`config.mk`:
```
export PLATFORM = sky130hd
export DESIGN_NAME = stream_upsize_pkt
export DESIGN_NICKNAME = d
export VERILOG_FILES = /design/src/rtl/stream_upsize_pkg.sv /design/src/rtl/stream_out_reg.sv /design/src/rtl/stream_upsize_pkt.sv
export SDC_FILE = /design/constraint.sdc
export NUM_CORES = 1
export LEC_CHECK = 0
export CAP_MARGIN = 20
export CORE_MARGIN = 1.5
export CORE_UTILIZATION = 60
export DETAILED_ROUTE_END_ITERATION = 10
export DONT_BUFFER_PORTS = 1
export GPL_ROUTABILITY_DRIVEN = 0
export GPL_TIMING_DRIVEN = 1
export PLACE_DENSITY = 0.83
export SETUP_SLACK_MARGIN = 0.2
export SLEW_MARGIN = 5
export SYNTH_ARGS = -nofsm -noshare
export SYNTH_HDL_FRONTEND = slang
export SYNTH_SLANG_ARGS = --single-unit
export TNS_END_PERCENT = 100
```
`constraint.sdc`:
```
create_clock -name clk -period 2.1 [get_ports clk]
set_input_delay 0.525 -clock clk [delete_from_list [all_inputs] [get_ports clk]]
set_output_delay 0.525 -clock clk [all_outputs]
set_load 0.005 [all_outputs]
```
`src/rtl/stream_upsize_pkg.sv`:
```
`default_nettype none
// ==========================================================================
// stream_upsize_pkg - lane-order encodings and index/lane helper functions
// Rev 1.0
// ==========================================================================
package stream_upsize_pkg;

  localparam int unsigned LANE_ORDER_LOW_FIRST  = 0;
  localparam int unsigned LANE_ORDER_HIGH_FIRST = 1;

  // Lane index width; a single-lane word still needs a 1-bit index.
  function automatic int unsigned idx_width(input int unsigned ratio);
    return (ratio <= 2) ? 1 : $clog2(ratio);
  endfunction

  function automatic int unsigned lane_map(input int unsigned idx,
                                           input int unsigned ratio,
                                           input int unsigned order);
    return (order == LANE_ORDER_HIGH_FIRST) ? (ratio - 1 - idx) : idx;
  endfunction

endpackage
`default_nettype wire

```
`src/rtl/stream_out_reg.sv`:
```
`default_nettype none
// ==========================================================================
// stream_out_reg - single-entry valid/ready holding register, zeroed when empty
// Rev 1.0
// ==========================================================================
module stream_out_reg #(
  parameter int unsigned WIDTH = 8
) (
  input  logic             clk,
  input  logic             rst_n,
  input  logic [WIDTH-1:0] in_data,
  input  logic             in_valid,
  output logic             in_ready,
  output logic [WIDTH-1:0] out_data,
  output logic             out_valid,
  input  logic             out_ready
);

  assign in_ready = !out_valid || out_ready;

  always_ff @(posedge clk) begin
    if (!rst_n) begin
      out_valid <= 1'b0;
      out_data  <= '0;
    end else if (in_ready) begin
      out_valid <= in_valid;
      out_data  <= in_valid ? in_data : '0;
    end
  end

endmodule
`default_nettype wire

```
`src/rtl/stream_upsize_pkt.sv`:
```
`default_nettype none
// ==========================================================================
// stream_upsize_pkt - packs narrow beats into a wide word with per-lane keep
// Rev 1.0
// ==========================================================================
module stream_upsize_pkt
  import stream_upsize_pkg::*;
#(
  parameter int unsigned T_DATA_WIDTH = 8,
  parameter int unsigned T_DATA_RATIO = 4,
  parameter int unsigned LANE_ORDER   = LANE_ORDER_LOW_FIRST
) (
  input  logic                    clk,
  input  logic                    rst_n,
  input  logic [T_DATA_WIDTH-1:0] s_data_i,
  input  logic                    s_last_i,
  input  logic                    s_valid_i,
  output logic                    s_ready_o,
  input  logic                    flush_i,
  output logic [T_DATA_WIDTH-1:0] m_data_o [T_DATA_RATIO-1:0],
  output logic [T_DATA_RATIO-1:0] m_keep_o,
  output logic                    m_last_o,
  output logic                    m_valid_o,
  input  logic                    m_ready_i
);

  localparam int unsigned IDX_W    = idx_width(T_DATA_RATIO);
  localparam int unsigned WORD_W   = T_DATA_WIDTH * T_DATA_RATIO + T_DATA_RATIO + 1;
  localparam logic [IDX_W-1:0] IDX_LAST = IDX_W'(T_DATA_RATIO - 1);

  logic [T_DATA_WIDTH-1:0] acc_data [T_DATA_RATIO-1:0];
  logic [T_DATA_WIDTH-1:0] data_nx  [T_DATA_RATIO-1:0];
  logic [T_DATA_RATIO-1:0] acc_keep, keep_nx;
  logic                    acc_last, last_nx;
  logic [IDX_W-1:0]        idx, idx_nx, lane;
  logic                    done, done_nx;
  logic                    accept, xfer, out_free;
  logic [WORD_W-1:0]       acc_word, out_word;

  // A done word can still take a beat when the output register is empty,
  // because the transfer at that edge is guaranteed.
  assign s_ready_o = !(done && m_valid_o);
  assign accept    = s_valid_i && s_ready_o;
  assign xfer      = done && out_free;

  always_comb begin
    data_nx = acc_data;
    keep_nx = acc_keep;
    last_nx = acc_last;
    idx_nx  = idx;
    done_nx = done;
    lane    = '0;
    if (xfer) begin
      for (int i = 0; i < int'(T_DATA_RATIO); i++) data_nx[i] = '0;
      keep_nx = '0;
      last_nx = 1'b0;
      idx_nx  = '0;
      done_nx = 1'b0;
    end
    if (accept) begin
      lane          = IDX_W'(lane_map(32'(idx_nx), T_DATA_RATIO, LANE_ORDER));
      data_nx[lane] = s_data_i;
      keep_nx[lane] = 1'b1;
      done_nx       = (idx_nx == IDX_LAST) || s_last_i || flush_i;
      last_nx       = s_last_i;
      idx_nx        = idx_nx + 1'b1;
    end else if (flush_i && (keep_nx != '0)) begin
      done_nx = 1'b1;
    end
  end

  always_ff @(posedge clk) begin
    if (!rst_n) begin
      for (int i = 0; i < int'(T_DATA_RATIO); i++) acc_data[i] <= '0;
      acc_keep <= '0;
      acc_last <= 1'b0;
      idx      <= '0;
      done     <= 1'b0;
    end else begin
      acc_data <= data_nx;
      acc_keep <= keep_nx;
      acc_last <= last_nx;
      idx      <= idx_nx;
      done     <= done_nx;
    end
  end

  for (genvar g = 0; g < int'(T_DATA_RATIO); g++) begin : g_lane
    assign acc_word[g*T_DATA_WIDTH + T_DATA_RATIO + 1 +: T_DATA_WIDTH] = acc_data[g];
    assign m_data_o[g] = out_word[g*T_DATA_WIDTH + T_DATA_RATIO + 1 +: T_DATA_WIDTH];
  end
  assign acc_word[T_DATA_RATIO:1] = acc_keep;
  assign acc_word[0]              = acc_last;
  assign m_keep_o                 = out_word[T_DATA_RATIO:1];
  assign m_last_o                 = out_word[0];

  stream_out_reg #(
    .WIDTH (WORD_W)
  ) u_out_reg (
    .clk       (clk),
    .rst_n     (rst_n),
    .in_data   (acc_word),
    .in_valid  (done),
    .in_ready  (out_free),
    .out_data  (out_word),
    .out_valid (m_valid_o),
    .out_ready (m_ready_i)
  );

endmodule
`default_nettype wire
```
==> reports/metrics.csv <==
metric,value,unit
status,"complete, no violations",
postCtsResizedCells,0,
maxSlewHeadroom,67.5,%
nets,278,
yosys-top-cells-area,"dfxtp_1 (55%), a22oi_1 (16%), nor2b_1 (15%), a22o_1 (2.5%), clkbuf_1 (1.6%)",
viasPerCell,6.08,
critPathLaunchType,flip-flop,
ir_drop,0.000526,V
die_area,5180,sq um
synth_top_area_cell,dfxtp_1,
rsz0062_at_grt,no,
p_per_area,906,nW/um^2
track_usage,24.1,%
clk_latency,340,ps
synthTopCellsByCount,"dfxtp_1 (78), nor2b_1 (67), a22oi_1 (61)",
dieHeight,72.0,um
final_antenna_net_count,0,
cts_buffers,9,
num_rows,24,
crit_arrival,1190,ps
cts_tree,yes,
vias,1951,
met3_length,518,um
maxSlewViolCount,0,
fmax,585,MHz
antenna_cells,0,
drive_above_1_share,8.92,%
clk_pin_slew,70,ps
yosysMostFrequentCell,dfxtp_1,
grt-ovfl-total,0,
ys_types,30,
synthArstFlopShare,0,%
cts-root-buf,clkbuf_8,
antenna_found_initial,0,
yosysTopAreaCellShare,54.7,%
min_period,1710,ps
synthCells,272,
synthesis.nets,286,
fp.dieW,72.0,um
initial_utilization,63.8,%
fin_tns_setup,0,ps
synth.avg_cell_area,10.5,sq um
clockBufferDepth,2,
leakage,0.992,nW
fin_area,3040,sq um
yosysSeqAreaShare,54.7,%
synth-edff-count,0,
setup-violations-final,0,
port-buffer-count,0,
cts_num_sinks,78,
grt_pass1_vias,1880,
crit_type,reg2out,
cp_num_buf_inv,0,
routed_wl,5.64,mm
period_share,81.4,%
firstDrtPassIters,4,
drt-wirelength-per-cell,17.6,um
critPathTopFamily,flip-flops,
hold_path.class,in2reg,
synthFlopType,dfxtp_1,
wl_met2,2.52,mm
ys_warn_count,0,
fin_skew,3.34,ps
grt_pass1_wl,9.37,mm
syn2layout_area_growth,6.44,%
drc,0,
whs,307,ps
fin_util,67.9,%
grt_max_degree,73,
crit_fanout,13,
cp_cell_sequence,nand2_1,
synth_seq_cells,78,
slowest_delay,580,ps
critPathCaptureType,output pin,
drt_iter0_markers,164,
wl_met1,2.52,mm
maxCapViolCount,0,
placed_cell_area,2860,sq um
top_layer,met4,
tightest_slew,481,ps
io_pins,53,
fp.coreArea,4470,sq um
cts_max_level,3,
required,1570,ps
crit_path_top_delay_cell,dfxtp_1,
hold_viol,0,
cts_hold_buffers,0,
post-dp-hpwl,3.64,mm
post_cts_buffers,0,
netlist_area,2850,sq um
==> per-layer routing <==
metal / track usage [%] / vias to the layer above
met5: 0 / -
met4: 12.4 / 0
met3: 8.75 / 9
met2: 35.6 / 68
met1: 31.2 / 906
li1: - / 968
==> final cells by class <==
cell class                 instances  area, sq um
clock buffer                      11          131
clock inverter                     5         50.0
fill                             353         1440
multi-input combinational        171         1190
timing repair buffer               4         42.5
sequential                        78         1560
tap                               52         65.1
==> worst paths after layout <==
kind                                from                 endpoint  slack (ps)  cells after the start
setup / recovery       done$_SDFFE_PN0P_                s_ready_o         390                      1
hold / removal               s_data_i[0]   acc_data[0]$_SDFF_PN0_         310                      1
setup reg to reg       done$_SDFFE_PN0P_  acc_data[28]$_SDFF_PN0_         450                      4
hold reg to reg   acc_data[2]$_SDFF_PN0_   acc_data[2]$_SDFF_PN0_         480                      1
==> cells by family (layout without fill, tap and decap cells) <==
| kind of cell | Yosys count | in the layout | synth area share [%] |
|---|---|---|---|
| buf+inv | 23 | 20 | 3.77 |
| xor+xnor | 1 | 1 | 0.307 |
| flops | 78 | 78 | 54.7 |
| simple gates | 85 | 85 | 18.7 |
| compound gates | 85 | 85 | 22.5 |
==> placed cells by master, fill, tap and decap left out, drive strengths merged, types with 3 or more instances in the layout <==
cell type   n
dfxtp      78
nor2b      67
a22oi      61
clkbuf     11
a22o        8
a21oi       7
nand3       4
clkinv      4
buf         4
nand2       3
==> per-stage QoR <==
| step | total power, W | setup WS [ps] | instances |
|---|---|---|---|
| floorplan | 0.00172 | 410 | 272 |
| global placement | 0.00174 | 477 | 305 |
| detailed placement | 0.00174 | 431 | 305 |
| CTS | 0.00277 | 410 | 321 |
| global route | 0.00286 | 267 | 321 |
| finish | 0.00275 | 390 | 321 |
==> flip-flops by register name, summed over array words and instances (netlist names) <==
name,count
u_out_reg.out_data,37
acc_data,32
acc_keep,4
idx,2
acc_last,1
done,1
u_out_reg.out_valid,1
==> where the power goes <==
part	switching, W	total [W]	internal, W
clock network	0.000505	0.00105	0.000542
logic	0.0000868	0.000163	0.0000764
registers	0.0000305	0.00154	0.00151
total	0.000622	0.00275	0.00213
Note: power is estimated with default switching activity, not from simulation.
==> patch: new RTL, same flow settings <==
Reset style: asynchronous (`rst_n`), changed in 2 clocked blocks.
--- a/src/rtl/stream_out_reg.sv
+++ b/src/rtl/stream_out_reg.sv
@@ -19,5 +19,5 @@
   assign in_ready = !out_valid || out_ready;
 
-  always_ff @(posedge clk) begin
+  always_ff @(posedge clk or negedge rst_n) begin
     if (!rst_n) begin
       out_valid <= 1'b0;
--- a/src/rtl/stream_upsize_pkt.sv
+++ b/src/rtl/stream_upsize_pkt.sv
@@ -70,5 +70,5 @@
   end
 
-  always_ff @(posedge clk) begin
+  always_ff @(posedge clk or negedge rst_n) begin
     if (!rst_n) begin
       for (int i = 0; i < int'(T_DATA_RATIO); i++) acc_data[i] <= '0;
Function: differs if rst_n is asserted again (counterexample within 4 cycles, from zero or initial values and one cycle with rst_n low); with rst_n held inactive, the same outputs for 10 cycles.
==> patch against the original RTL <==
Die area rose by 0.50%. The flow now finishes with violations (negative hold slack). Count of clock-buffer cells in the layout did not move. Global-route usage grew 0.30 points. Via count fell by 9.2%. Routed wire length is 3.3% higher. Area after synthesis increased by 0.53%. Worst setup slack worse by 0.019 ns. Clock skew rose by 0.0020 ns. Sequential cell count unchanged. Design area rose by 2.3%.
Power is not compared: it rests on default switching activity, and its combinational part moved more than twofold at a synthesized area within 25%.
==> patch: results (changes against the original RTL) <==
- CTS root buffer: clkbuf_8 (unchanged)
- Endpoints failing hold: 78 (was 0)
- Setup Skew: 0.00532 ns (was 0.00334 ns)
- Crit path max fanout: 8 (was 13)
- Critical-path top delay cell: a21oi_1 (was dfxtp_1)
- Worst slew pin tran: 0.770 ns (was 0.481 ns)
- Net count after synthesis: 210 (was 286)
- First-pass GRT wire length: 9510 µm (was 9370 µm)
- Post-CTS sizing: 0 (unchanged)
- Placed cells: 240 (was 305)
- TritonCTS buffer count: 9 (unchanged)
- Tot GR Track Use: 24.4% (was 24.1%)
- Library cells used by synthesis: 26 (was 30)
- Initial antenna violation count: 0 (unchanged)
- DP Worst Slack: 0.328 ns (was 0.431 ns)
- Number of remaining DRC errors: 0 (unchanged)
- XOR/XNOR Fraction of Synth Area: 0.305% (was 0.307%)
- GR Util met3: 6.81% (was 8.75%)
- Port bufs: 0 (unchanged)
- Mux cell area share after synthesis: 0% (unchanged)
- Async S/R FF share, synth: 100% (was 0%)
- Failing checks: negative hold slack
- Synth cell count leaders: dfrtp_1 (78), a22o_1 (69), buf_2 (9) (was dfxtp_1 (78), nor2b_1 (67), a22oi_1 (61), clkbuf_1 (12))
- Hold_ws: -0.124 ns (was 0.307 ns)
- Clock latency on the worst-skew pair: 0.34 ns (about the same)
- WL/cell: 22.8 µm (was 17.6 µm)
- Run status: finished, violations left (was complete, no violations)
- Critical path's top delay family: compound AO/OA/AOI/OAI gates (was flip-flops)
- Area contributors post-synth: dfrtp_1 (68%), a22o_1 (21%), buf_2 (1.6%) (was dfxtp_1 (55%), a22oi_1 (16%), nor2b_1 (15%))
- Nets@finish: 213 (was 278)
- Synthesized area per cell: 14.6 µm² (was 10.5 µm²)
- # fillers: 304 (was 353)
- Synth Area in Compound Gates: 25.4% (was 22.5%)
- HPWL after DPL: 3880 µm (was 3640 µm)
- Hold WC Path Type: in2async (was in2reg)
- M2 GR Usage: 36.3% (was 35.6%)
- Fraction of layout cells with a size suffix above 1: 11.8% (was 8.92%)
- Met1 Track Usage GR: 34.2% (was 31.2%)
- Area share of fa/ha/maj cells after synthesis: 0% (unchanged)
- Vias in the first global route: 1808 (was 1880)
- Worst path arrival time: 2.00 ns (was 1.19 ns)
- First-pass DRT Iterations: 4 (unchanged)
- Starting DRT DRC Count: 130 (was 164)
- Slowest Stage Delay on Critical Path: 0.70 ns (was 0.58 ns)
- Via density: 6.95 (was 6.08)
- Part of the power in registers: 51.8%
- Ys Warns: 0 (unchanged)
- Finished Layout Cells: 255 (was 321)
- Largest net degree at the start of global routing: 79 (was 73)
- Seq/Total Area, Yosys: 68.0% (was 54.7%)
- Gr busiest metal: met2 (unchanged)
==> patch: cell count changes after synthesis, moves of 4 or more <==
cell	before	now
nor2b_1	67	0
a22o_1	8	69
clkbuf_1	12	3
a21o_1	0	4
a22oi_1	61	0
dfxtp_1	78	0
nand3_1	4	0
dfrtp_1	0	78
==> patch: cell type report <==
class	count	area, µm²	area share, %
sequential	78	1950	62.8
multi-input combinational	102	838	27.0
clock buffer	11	131	4.23
clock inverter	4	72.6	2.33
tap	52	65.1	2.09
timing repair buffer	5	37.5	1.21
inverter	3	11.3	0.362
==> patch: metal layers <==
layer / share of wire, % / routed length (µm) / vias to the layer above
met5: 0 / 0 / -
met4: 0.45 / 26 / 0
li1: - / - / 762
met2: 48 / 2780 / 71
met3: 6.3 / 367 / 2
met1: 45 / 2650 / 937
==> patch: worst paths after layout <==
path                            slack (ns)                     to           startpoint  cells past startpoint
worst min register to register        0.51            acc_data[0]          acc_data[0]                      1
min in group clk                      0.32           acc_data[22]          s_data_i[6]                      1
max in group asynchronous             2.12            acc_data[4]                rst_n                      0
worst max register to register        0.37            acc_data[3]  u_out_reg.out_valid                      3
worst min-delay path                 -0.12  u_out_reg.out_data[4]                rst_n                      0
worst max-delay path                  0.37            acc_data[3]  u_out_reg.out_valid                      3
==> patch: kinds of logic after synthesis <==
group           Yosys count
compound gates           87
xor+xnor                  1
buf+inv                  16
flops                    78
simple gates             14
==> patch: metrics by stage <==
stage / area [µm²] / utilization [%] / total power, W
2_1_floorplan: 2870 / - / 0.00299
3_3_place_gp: 2900 / 64.9 / 0.00320
3_5_place_dp: 2900 / 64.9 / 0.00328
4_1_cts: 3110 / 69.5 / 0.00444
5_1_grt: 3110 / 69.5 / 0.00464
6_report: 3110 / 69.5 / 0.00444
